File: src/rtl/conn_pkg.sv
// Shared constants and types for the three-channel merge stage.
package conn_pkg;

    localparam int NCH = 3;
    localparam int DW  = 8;

    typedef logic [1:0] chan_t;

    // Successor in the 0 -> 1 -> 2 -> 0 ring; index 3 is never legal and maps back to 0.
    function automatic chan_t next_chan(input chan_t c);
        return (c >= 2'd2) ? 2'd0 : c + 2'd1;
    endfunction

endpackage

File: src/rtl/conn_sync_fifo.sv
// Per-channel synchronous FIFO with a combinational head output and an occupancy count.
module conn_sync_fifo #(
    parameter int DW    = 8,
    parameter int DEPTH = 4
) (
    input  logic                     clk,
    input  logic                     resetn,
    input  logic                     push,
    input  logic                     pop,
    input  logic [DW-1:0]            din,
    output logic [DW-1:0]            dout,
    output logic                     full,
    output logic                     empty,
    output logic [$clog2(DEPTH):0]   count
);

    localparam int AW = $clog2(DEPTH);
    localparam int CW = AW + 1;

    logic [AW-1:0] wr_ptr_q, wr_ptr_d;
    logic [AW-1:0] rd_ptr_q, rd_ptr_d;
    logic [CW-1:0] count_q, count_d;
    logic [DW-1:0] mem_q [DEPTH];
    logic [DW-1:0] mem_d [DEPTH];
    logic          do_push;
    logic          do_pop;

    // Full is taken from the registered count, so a pop on the same edge never makes room.
    assign full    = (count_q == CW'(DEPTH));
    assign empty   = (count_q == '0);
    assign count   = count_q;
    assign dout    = mem_q[rd_ptr_q];
    assign do_push = push && !full;
    assign do_pop  = pop && !empty;

    always_comb begin
        mem_d    = mem_q;
        wr_ptr_d = wr_ptr_q;
        rd_ptr_d = rd_ptr_q;
        count_d  = count_q;
        if (do_push) begin
            mem_d[wr_ptr_q] = din;
            wr_ptr_d        = wr_ptr_q + AW'(1);
        end
        if (do_pop) begin
            rd_ptr_d = rd_ptr_q + AW'(1);
        end
        case ({do_push, do_pop})
            2'b10:   count_d = count_q + CW'(1);
            2'b01:   count_d = count_q - CW'(1);
            default: count_d = count_q;
        endcase
    end

    always_ff @(posedge clk) begin
        mem_q <= mem_d;
    end

    always_ff @(posedge clk or negedge resetn) begin
        if (!resetn) begin
            wr_ptr_q <= '0;
            rd_ptr_q <= '0;
            count_q  <= '0;
        end else begin
            wr_ptr_q <= wr_ptr_d;
            rd_ptr_q <= rd_ptr_d;
            count_q  <= count_d;
        end
    end

endmodule

File: src/rtl/conn_merge3.sv
// Merges three buffered write channels into one registered valid/ready stream
// with round-robin arbitration, source tagging and sticky per-channel drop flags.
module conn_merge3 #(
    parameter int DW    = conn_pkg::DW,
    parameter int DEPTH = 4
) (
    input  logic                  clk,
    input  logic                  resetn,
    input  logic                  wen0,
    input  logic                  wen1,
    input  logic                  wen2,
    input  logic [DW-1:0]         data0,
    input  logic [DW-1:0]         data1,
    input  logic [DW-1:0]         data2,
    input  logic                  freeze,
    input  logic                  clear_ovf,
    input  logic                  out_ready,
    output logic                  out_valid,
    output logic [DW-1:0]         out_data,
    output conn_pkg::chan_t       out_chan,
    output logic [2:0]            overflow
);

    import conn_pkg::*;

    localparam int CW = $clog2(DEPTH) + 1;

    logic [NCH-1:0] wen;
    logic [NCH-1:0] full;
    logic [NCH-1:0] empty;
    logic [NCH-1:0] pop;
    logic [DW-1:0]  din   [NCH];
    logic [DW-1:0]  head  [NCH];
    logic [CW-1:0]  count [NCH];

    logic           out_valid_q, out_valid_d;
    logic [DW-1:0]  out_data_q,  out_data_d;
    chan_t          out_chan_q,  out_chan_d;
    chan_t          last_q,      last_d;
    logic [2:0]     ovf_q,       ovf_d;

    chan_t          grant;
    chan_t          cand;
    logic           found;
    logic           load;

    assign wen    = {wen2, wen1, wen0};
    assign din[0] = data0;
    assign din[1] = data1;
    assign din[2] = data2;

    for (genvar i = 0; i < NCH; i++) begin : g_ch
        conn_sync_fifo #(
            .DW    (DW),
            .DEPTH (DEPTH)
        ) u_fifo (
            .clk    (clk),
            .resetn (resetn),
            .push   (wen[i]),
            .pop    (pop[i]),
            .din    (din[i]),
            .dout   (head[i]),
            .full   (full[i]),
            .empty  (empty[i]),
            .count  (count[i])
        );

        assign pop[i] = load && (grant == chan_t'(i));

        a_count_flags: assert property (@(posedge clk) disable iff (!resetn)
            (full[i] == (count[i] == CW'(DEPTH))) && (empty[i] == (count[i] == '0)));
    end

    // Walk the ring starting after the last grant; the first non-empty channel wins.
    always_comb begin
        grant = last_q;
        cand  = last_q;
        found = 1'b0;
        for (int k = 0; k < NCH; k++) begin
            cand = next_chan(cand);
            if (!found && !empty[cand]) begin
                grant = cand;
                found = 1'b1;
            end
        end
    end

    assign load = !freeze && (!out_valid_q || out_ready) && found;

    always_comb begin
        out_valid_d = out_valid_q;
        out_data_d  = out_data_q;
        out_chan_d  = out_chan_q;
        last_d      = last_q;
        if (load) begin
            out_valid_d = 1'b1;
            out_data_d  = head[grant];
            out_chan_d  = grant;
            last_d      = grant;
        end else if (out_valid_q && out_ready) begin
            out_valid_d = 1'b0;
        end
    end

    // A drop on the same edge as a clear must survive the clear.
    always_comb begin
        ovf_d = (clear_ovf ? 3'b000 : ovf_q) | (wen & full);
    end

    always_ff @(posedge clk or negedge resetn) begin
        if (!resetn) begin
            out_valid_q <= 1'b0;
            out_data_q  <= '0;
            out_chan_q  <= 2'd0;
            last_q      <= 2'd2;
            ovf_q       <= 3'b000;
        end else begin
            out_valid_q <= out_valid_d;
            out_data_q  <= out_data_d;
            out_chan_q  <= out_chan_d;
            last_q      <= last_d;
            ovf_q       <= ovf_d;
        end
    end

    assign out_valid = out_valid_q;
    assign out_data  = out_data_q;
    assign out_chan  = out_chan_q;
    assign overflow  = ovf_q;

endmodule

File: config.mk
export PLATFORM = sky130hd
export DESIGN_NAME = conn_merge3
export DESIGN_NICKNAME = d
export VERILOG_FILES = /design/src/rtl/conn_pkg.sv /design/src/rtl/conn_sync_fifo.sv /design/src/rtl/conn_merge3.sv
export SDC_FILE = /design/constraint.sdc
export NUM_CORES = 1
export LEC_CHECK = 0
export CORE_MARGIN = 2
export CORE_UTILIZATION = 45
export CTS_CLUSTER_DIAMETER = 150
export DETAILED_ROUTE_END_ITERATION = 7
export HOLD_SLACK_MARGIN = 0.03
export PLACE_DENSITY_LB_ADDON = 0.08
export SLEW_MARGIN = 20
export SYNTH_ARGS = -nofsm -noshare
export SYNTH_HDL_FRONTEND = slang
export SYNTH_SLANG_ARGS = --single-unit
File: constraint.sdc
create_clock -name clk -period 2.4 [get_ports clk]
set_input_delay 0.48 -clock clk [delete_from_list [all_inputs] [get_ports clk]]
set_output_delay 0.48 -clock clk [all_outputs]
set_load 0.01 [all_outputs]
==> results of run 1 <==
## through the flow
stage	instances	power [W]	TNS, ps	cell area [um^2]
2_1_floorplan	315	0.00525	0	5480
3_3_place_gp	523	0.00621	-378	6250
3_5_place_dp	523	0.00628	-534	6250
4_1_cts	555	0.00852	0	6760
5_1_grt	560	0.00898	-3.09	6800
6_report	560	0.00842	0	6800
## path summary, 6_finish.rpt
kind / endpoint / cells after the start / startpoint / slack, ps
max in group asynchronous: g_ch[2].u_fifo.count[0]$_DFFE_PN0P_ / 1 / resetn / 1630
worst min register to register: out_chan[1]$_DFFE_PN0N_ / 2 / out_chan[1]$_DFFE_PN0N_ / 510
worst max-delay path: g_ch[2].u_fifo.count[2]$_DFFE_PN0P_ / 10 / g_ch[0].u_fifo.count[1]$_DFFE_PN0P_ / 160
worst min-delay path: out_data[4]$_DFFE_PN0N_ / 1 / resetn / 170
worst max register to register: g_ch[2].u_fifo.count[2]$_DFFE_PN0P_ / 10 / g_ch[0].u_fifo.count[1]$_DFFE_PN0P_ / 160
min in group clk: out_chan[1]$_DFFE_PN0N_ / 2 / out_chan[1]$_DFFE_PN0N_ / 510
## placed cells by master (no fill, tap or decap), types with 4 or more instances in the layout
| cell | instances |
|---|---|
| edfxtp_1 | 96 |
| o21ai_0 | 16 |
| mux4_2 | 24 |
| inv_1 | 23 |
| nand2_1 | 9 |
| and2_1 | 12 |
| nand3_1 | 4 |
| xnor2_1 | 9 |
| o21ai_1 | 4 |
| clkbuf_1 | 7 |
| a22oi_1 | 8 |
| dfrtp_1 | 34 |
| clkinv_2 | 4 |
| xor2_1 | 9 |
| ha_1 | 14 |
| clkdlybuf4s50_1 | 44 |
| nor2_1 | 7 |
| mux2i_1 | 9 |
| buf_4 | 30 |
| a21boi_1 | 5 |
| clkbuf_16 | 17 |
## worst register-to-register path, cell delays in order, from the launching register on
cell and delay [ps]:
dfrtp_1 430, nor3_4 250, buf_4 160, nand2_1 80, a211oi_2 220, ha_1 200, inv_1 50, fa_1 370
xor2_1 150, nor2_1 110, xor2_1 150
## where the power goes
part | total (W) | internal, W | switching [W]
clock | 0.00221 | 0.00136 | 0.000850
combinational | 0.00259 | 0.00138 | 0.00121
sequential | 0.00363 | 0.00312 | 0.000509
## logic make-up (layout without fill, tap and decap cells)
| kind of cell | count (synthesis) | in the layout | share of synthesized area, % |
|---|---|---|---|
| buffers and inverters | 32 | 130 | 2.42 |
| multiplexers | 33 | 33 | 11.5 |
| XOR/XNOR | 18 | 18 | 2.88 |
| flip-flops | 132 | 132 | 69.1 |
| AO/OA/AOI/OAI | 41 | 41 | 5.16 |
| AND/OR/NAND/NOR | 41 | 41 | 4.41 |
| adder cells (fa/ha/maj) | 18 | 18 | 4.52 |
## state kept, by name, indices dropped and copies added (netlist names)
name and flops:
g_ch.u_fifo.count 9, g_ch.u_fifo.wr_ptr_q 6, last_q 1, g_ch.u_fifo.rd_ptr_q 6, out_data 8, overflow 3
out_chan 2, out_valid 1, g_ch.u_fifo.mem_q 96
## final cells by class
class / count / area [um^2]
fillers: 950 / 5160
flip-flops and latches: 132 / 3790
multi-input cells: 151 / 1560
repair buffers: 75 / 671
clock buffers: 26 / 479
well taps: 147 / 184
inverters: 23 / 86.3
clock inverters: 6 / 31.3
## layer usage
metal,part of all wire (%),GRT usage (%),vias to the layer above,wire length (um)
li1,-,-,1351,-
met1,44,21.9,1436,4280
met2,51,26.7,44,4920
met3,3.3,5.13,14,320
met4,1.6,7.80,0,153
met5,0,0,-,0
## Yosys cell counts, drive strengths merged (4+ instances only)
library cell,count,area share [%]
mux2i,9,1.6
nand3,4,0.37
nor2,7,0.48
a21boi,5,0.69
and2,12,1.4
edfxtp,96,53
xnor2,9,1.4
buf,9,0.85
ha,15,3.4
inv,23,1.6
nand2,9,0.62
o21ai,22,2.3
mux4,24,9.9
xor2,9,1.4
dfrtp,35,16
a22oi,8,1.1
## what timing repair did
| action | in CTS | in global routing |
|---|---|---|
| endpoints found under the hold margin | 0 | 0 |
| setup endpoints to repair | 0 | 2 |
| resized for setup | 0 | 3 |
| setup buffers | 0 | 5 |
| hold buffers | 0 | 0 |
==> metrics.yaml, run 1 <==
logic_synthesis:
  syn_inst: 315
  ys_async_sr_fraction_pct: 27.3
  yosysWarnings: 0
  synth-edff-count: 96
  synthDistinctLibCells: 31
  syn_area_mm2: 0.00548
  yosysSeqAreaShare_pct: 69.1
  synthFlopType: "edfxtp_1"
  ys_ff_latch: 132
  avgSynthCellArea_um2: 17.4
  syn-num-nets: 365
drt:
  finalWirelength_um: 9670
  viasPerCell: 5.08
  ant_nets: 0
  dr.pass1.iters: 4
  vias: 2845
  drc: 0
  routedWlPerCell_um: 17.3
  drtIter0Drc: 113
sta:
  clock.fmax_mhz: 446
  worst_slack_ps: 156
  setup_viol: 0
  fin_hold_ws_ps: 171
  max_slew.worst_pin.slew_ps: 848
  slew_headroom_pct: 43.5
  fin_skew_ps: 7.16
  finalMaxSlewViolations: 0
  fin_crit_ps: 2240
  finalCritPeriodShare_pct: 93.5
  hold_violations: 0
power:
  power_leakage_nw: 2.56
  vdd_drop_max_v: 0.000591
  power.density_mw_per_mm2: 1240
layout:
  fin_util_pct: 56.9
  syn2layout_area_growth_pct: 24.1
  layout-drive-gt1-share_pct: 21.8
  final_net_count: 450
  antennaDiodeCount: 0
flow_run:
  cap_violations: 0
global_routing:
  grt_max_degree: 37
  antenna_found_initial: 0
  grt_use_total_pct: 17.0
  gr-total-overflow: 0
  grt_pass1_vias: 2982
  grt_pass1_wl_um: 15900
hold_path:
  hp-class: "input pin to async pin"
cts:
  clkLatencyLatePin_ps: 410
  clkSinkCount: 132
  cts_tree: "done"
  cts_htree_levels: 4
  cts-root-buf: "clkbuf_16"
  clkTransAtPathRegs_ps: 50
  cts_max_path_buffers: 2
  cts_made_buffers: 17
die:
  initial_core_util_pct: 45.8
  rows: 40
  core_mm2: 0.0120
  die_h_um: 114
  dieArea_mm2: 0.0131
  ios: 46
  die_w_um: 114
setup_path:
  worst-path-buf-inv: 2
  crit_slowest_cell: "dfrtp_1"
  critPathMostFrequentCell: "xor2_1"
  path_max_fanout: 4
  crit_chain: "nor3_4, buf_4, nand2_1, a211oi_2, ha_1, inv_1, fa_1, xor2_1, nor2_1, xor2_1"
  crit_family: "adder cells"
  start_kind: "flop"
  cp-end-kind: "flop"
  required_ps: 2740
  cp.arrival_ps: 2580
  max_stage_delay_ps: 430
  worstSetupPathType: "flop to flop"
placement:
  place_congestion: 0.709
  dpl.hpwl_um: 6700
  post-place-ws_ps: -194
  port-buffer-count: 45
outcome:
  status: "complete, no violations"
No activity file was read; power rests on OpenSTA's default activity.
==> run 2, diff against run 1 <==
--- a/config.mk
+++ b/config.mk
@@ -9,7 +9,7 @@
 export CORE_UTILIZATION = 45
 export CTS_CLUSTER_DIAMETER = 150
 export DETAILED_ROUTE_END_ITERATION = 7
-export HOLD_SLACK_MARGIN = 0.03
+export HOLD_SLACK_MARGIN = 0.05
 export PLACE_DENSITY_LB_ADDON = 0.08
 export SLEW_MARGIN = 20
 export SYNTH_ARGS = -nofsm -noshare
==> results of run 2 <==
Same layout as run 1: the final DEF is identical, and so are final timing and power.
==> run 3, diff against run 2 <==
--- a/config.mk
+++ b/config.mk
@@ -5,6 +5,7 @@
 export SDC_FILE = /design/constraint.sdc
 export NUM_CORES = 1
 export LEC_CHECK = 0
+export CORE_ASPECT_RATIO = 0.9
 export CORE_MARGIN = 2
 export CORE_UTILIZATION = 45
 export CTS_CLUSTER_DIAMETER = 150
==> metrics.yaml, run 3 (synthesis gave the netlist of run 1 again) <==
power:
  p_comb_share_pct: 29.4
  swShare_pct: 29.7
  internal_power_w: 0.00625
  vdd_drop_max_v: 0.000608
  pwr-share-clk_pct: 29.5
  switchingPower_w: 0.00264
  p_seq_share_pct: 41.1
  power.density_mw_per_mm2: 1280
  power_leakage_nw: 2.60
setup_path:
  worstSetupPathType: "flop to flop"
  reg2regPathDepth: 10
  reg2reg_to: "g_ch[2].u_fifo.count[2]$_DFFE_PN0P_"
  critPathMostFrequentCell: "xor2_1"
  reg2reg_slack_ps: 110
  crit_slowest_cell: "dfrtp_1"
  cp-end-kind: "flop"
  start_kind: "flop"
  required_ps: 2740
  path_max_fanout: 5
  max_stage_delay_ps: 420
  crit_chain: "nor3_4, buf_6, nand2_2, a211oi_2, ha_2, inv_1, fa_2, xor2_1, nor2_1, xor2_1"
  r2r-start: "g_ch[1].u_fifo.count[1]$_DFFE_PN0P_"
  cp.arrival_ps: 2620
placement:
  postPlaceCellArea_mm2: 0.00626
  port-buffer-count: 45
  dp_cells: 535
  dpl.hpwl_um: 6800
  place_congestion: 0.743
cts:
  cts_made_buffers: 17
  cts_tree: "done"
  cts_htree_levels: 4
  cts_hold_buf: 0
  clkTransAtPathRegs_ps: 50
  clkSinkCount: 132
  cts-root-buf: "clkbuf_16"
  clkLatencyLatePin_ps: 420
  cts_max_path_buffers: 2
die:
  core_mm2: 0.0120
  die_h_um: 109
  dieArea_mm2: 0.0131
  rows: 38
  ios: 46
  initial_core_util_pct: 45.7
  die_w_um: 120
sta:
  max_slew.worst_pin.slew_ps: 845
  fin_crit_ps: 2290
  finalSetupTns_ps: 0
  finalMaxSlewViolations: 0
  slew_headroom_pct: 43.7
  rsz0062_at_grt: "yes"
  fin_skew_ps: 8.20
  hold_violations: 0
  clock.fmax_mhz: 437
  finalCritPeriodShare_pct: 95.3
  setup_viol: 0
global_routing:
  grt_pass1_vias: 2934
  grt_pass1_wl_um: 15900
  antenna_found_initial: 0
  grt_use_total_pct: 16.9
  grt_max_degree: 37
  gr-total-overflow: 0
layout:
  final_common_cell: "edfxtp_1"
  layout_common_cells: "edfxtp_1, clkdlybuf4s50_1, dfrtp_1, buf_4, mux4_2"
  n_fill_cell: 996
  layout-drive-gt1-share_pct: 23.2
  syn2layout_area_growth_pct: 26.4
  final_area_mm2: 0.00692
  largest_register_ffs: 96
  finalNonFillerCells: 573
  final_net_count: 451
  antennaDiodeCount: 0
  top_register: "g_ch.u_fifo.mem_q"
drt:
  routedWlPerCell_um: 17.5
  drtIter0Drc: 206
  vias: 2867
  finalWirelength_um: 10000
  ant_nets: 0
  drc: 0
  dr.pass1.iters: 4
  viasPerCell: 5.00
hold_path:
  hp-class: "input pin to async pin"
flow_run:
  cap_violations: 0
outcome:
  status: "complete, no violations"
[run 3: what timing repair did]
item / in CTS / in global routing
buffers inserted: 0 / 7
resized for setup: 0 / 9
pin swaps: 1 / 9
setup endpoints to repair: 1 / 3
[run 3: worst max-delay path: cells and delay by family (launching register included)]
family                   cells  cell delay [ps]
AO/OA/AOI/OAI                1              270
XOR/XNOR                     2              280
adder cells (fa/ha/maj)      2              540
buffers and inverters        2              200
flip-flops                   1              420
AND/OR/NAND/NOR              3              490
[run 3: cell type report]
type	instances	area (um^2)	share of cell area, %
Tap cell	160	200	2.89
Multi-Input combinational cell	151	1570	22.7
Sequential cell	132	3790	54.7
Clock buffer	22	444	6.41
Timing Repair Buffer	76	682	9.85
Clock inverter	9	154	2.22
Inverter	23	86.3	1.25
[run 3: routing by layer]
layer  GRT usage (%)  routed length, um  up-vias
li1                -                  -     1349
met3            5.54                320       13
met5               0                  0        -
met2            25.9               4850       50
met1            23.1               4740     1455
met4            5.98                114        0
[run 3: through the flow]
| stage | setup WS, ps | util (%) | hold WS [ps] | total power [W] |
|---|---|---|---|---|
| 3_3_place_gp | -120 | 52.2 | 503 | 0.00621 |
| 4_1_cts | 5.23 | 57.2 | 188 | 0.00894 |
| 3_5_place_dp | -158 | 52.2 | 504 | 0.00628 |
| 2_1_floorplan | 56.5 | - | 184 | 0.00525 |
| 6_report | 113 | 57.8 | 167 | 0.00888 |
| 5_1_grt | -57.0 | 57.8 | 229 | 0.00941 |
[run 3: power by group through the flow]
stage	registers (W)	logic [W]	clock network [W]
2_1_floorplan	0.00345	0.00179	0
3_3_place_gp	0.00368	0.00253	0
3_5_place_dp	0.00370	0.00257	0
4_1_cts	0.00367	0.00260	0.00268
5_1_grt	0.00375	0.00289	0.00277
6_report	0.00365	0.00262	0.00262
[run 3: worst max-delay path by stage]
stage | start | cells after the start | slack, ps | endpoint
3_5_place_dp | out_ready | 10 | -160 | g_ch[1].u_fifo.count[2]$_DFFE_PN0P_
2_1_floorplan | g_ch[1].u_fifo.count[0]$_DFFE_PN0P_ | 10 | 60 | g_ch[2].u_fifo.count[2]$_DFFE_PN0P_
3_3_place_gp | out_ready | 10 | -120 | g_ch[2].u_fifo.count[2]$_DFFE_PN0P_
4_1_cts | g_ch[1].u_fifo.count[0]$_DFFE_PN0P_ | 9 | 5 | g_ch[0].u_fifo.count[2]$_DFFE_PN0P_
5_1_grt | g_ch[1].u_fifo.count[1]$_DFFE_PN0P_ | 10 | -60 | g_ch[2].u_fifo.count[2]$_DFFE_PN0P_
6_report | g_ch[1].u_fifo.count[1]$_DFFE_PN0P_ | 10 | 110 | g_ch[2].u_fifo.count[2]$_DFFE_PN0P_
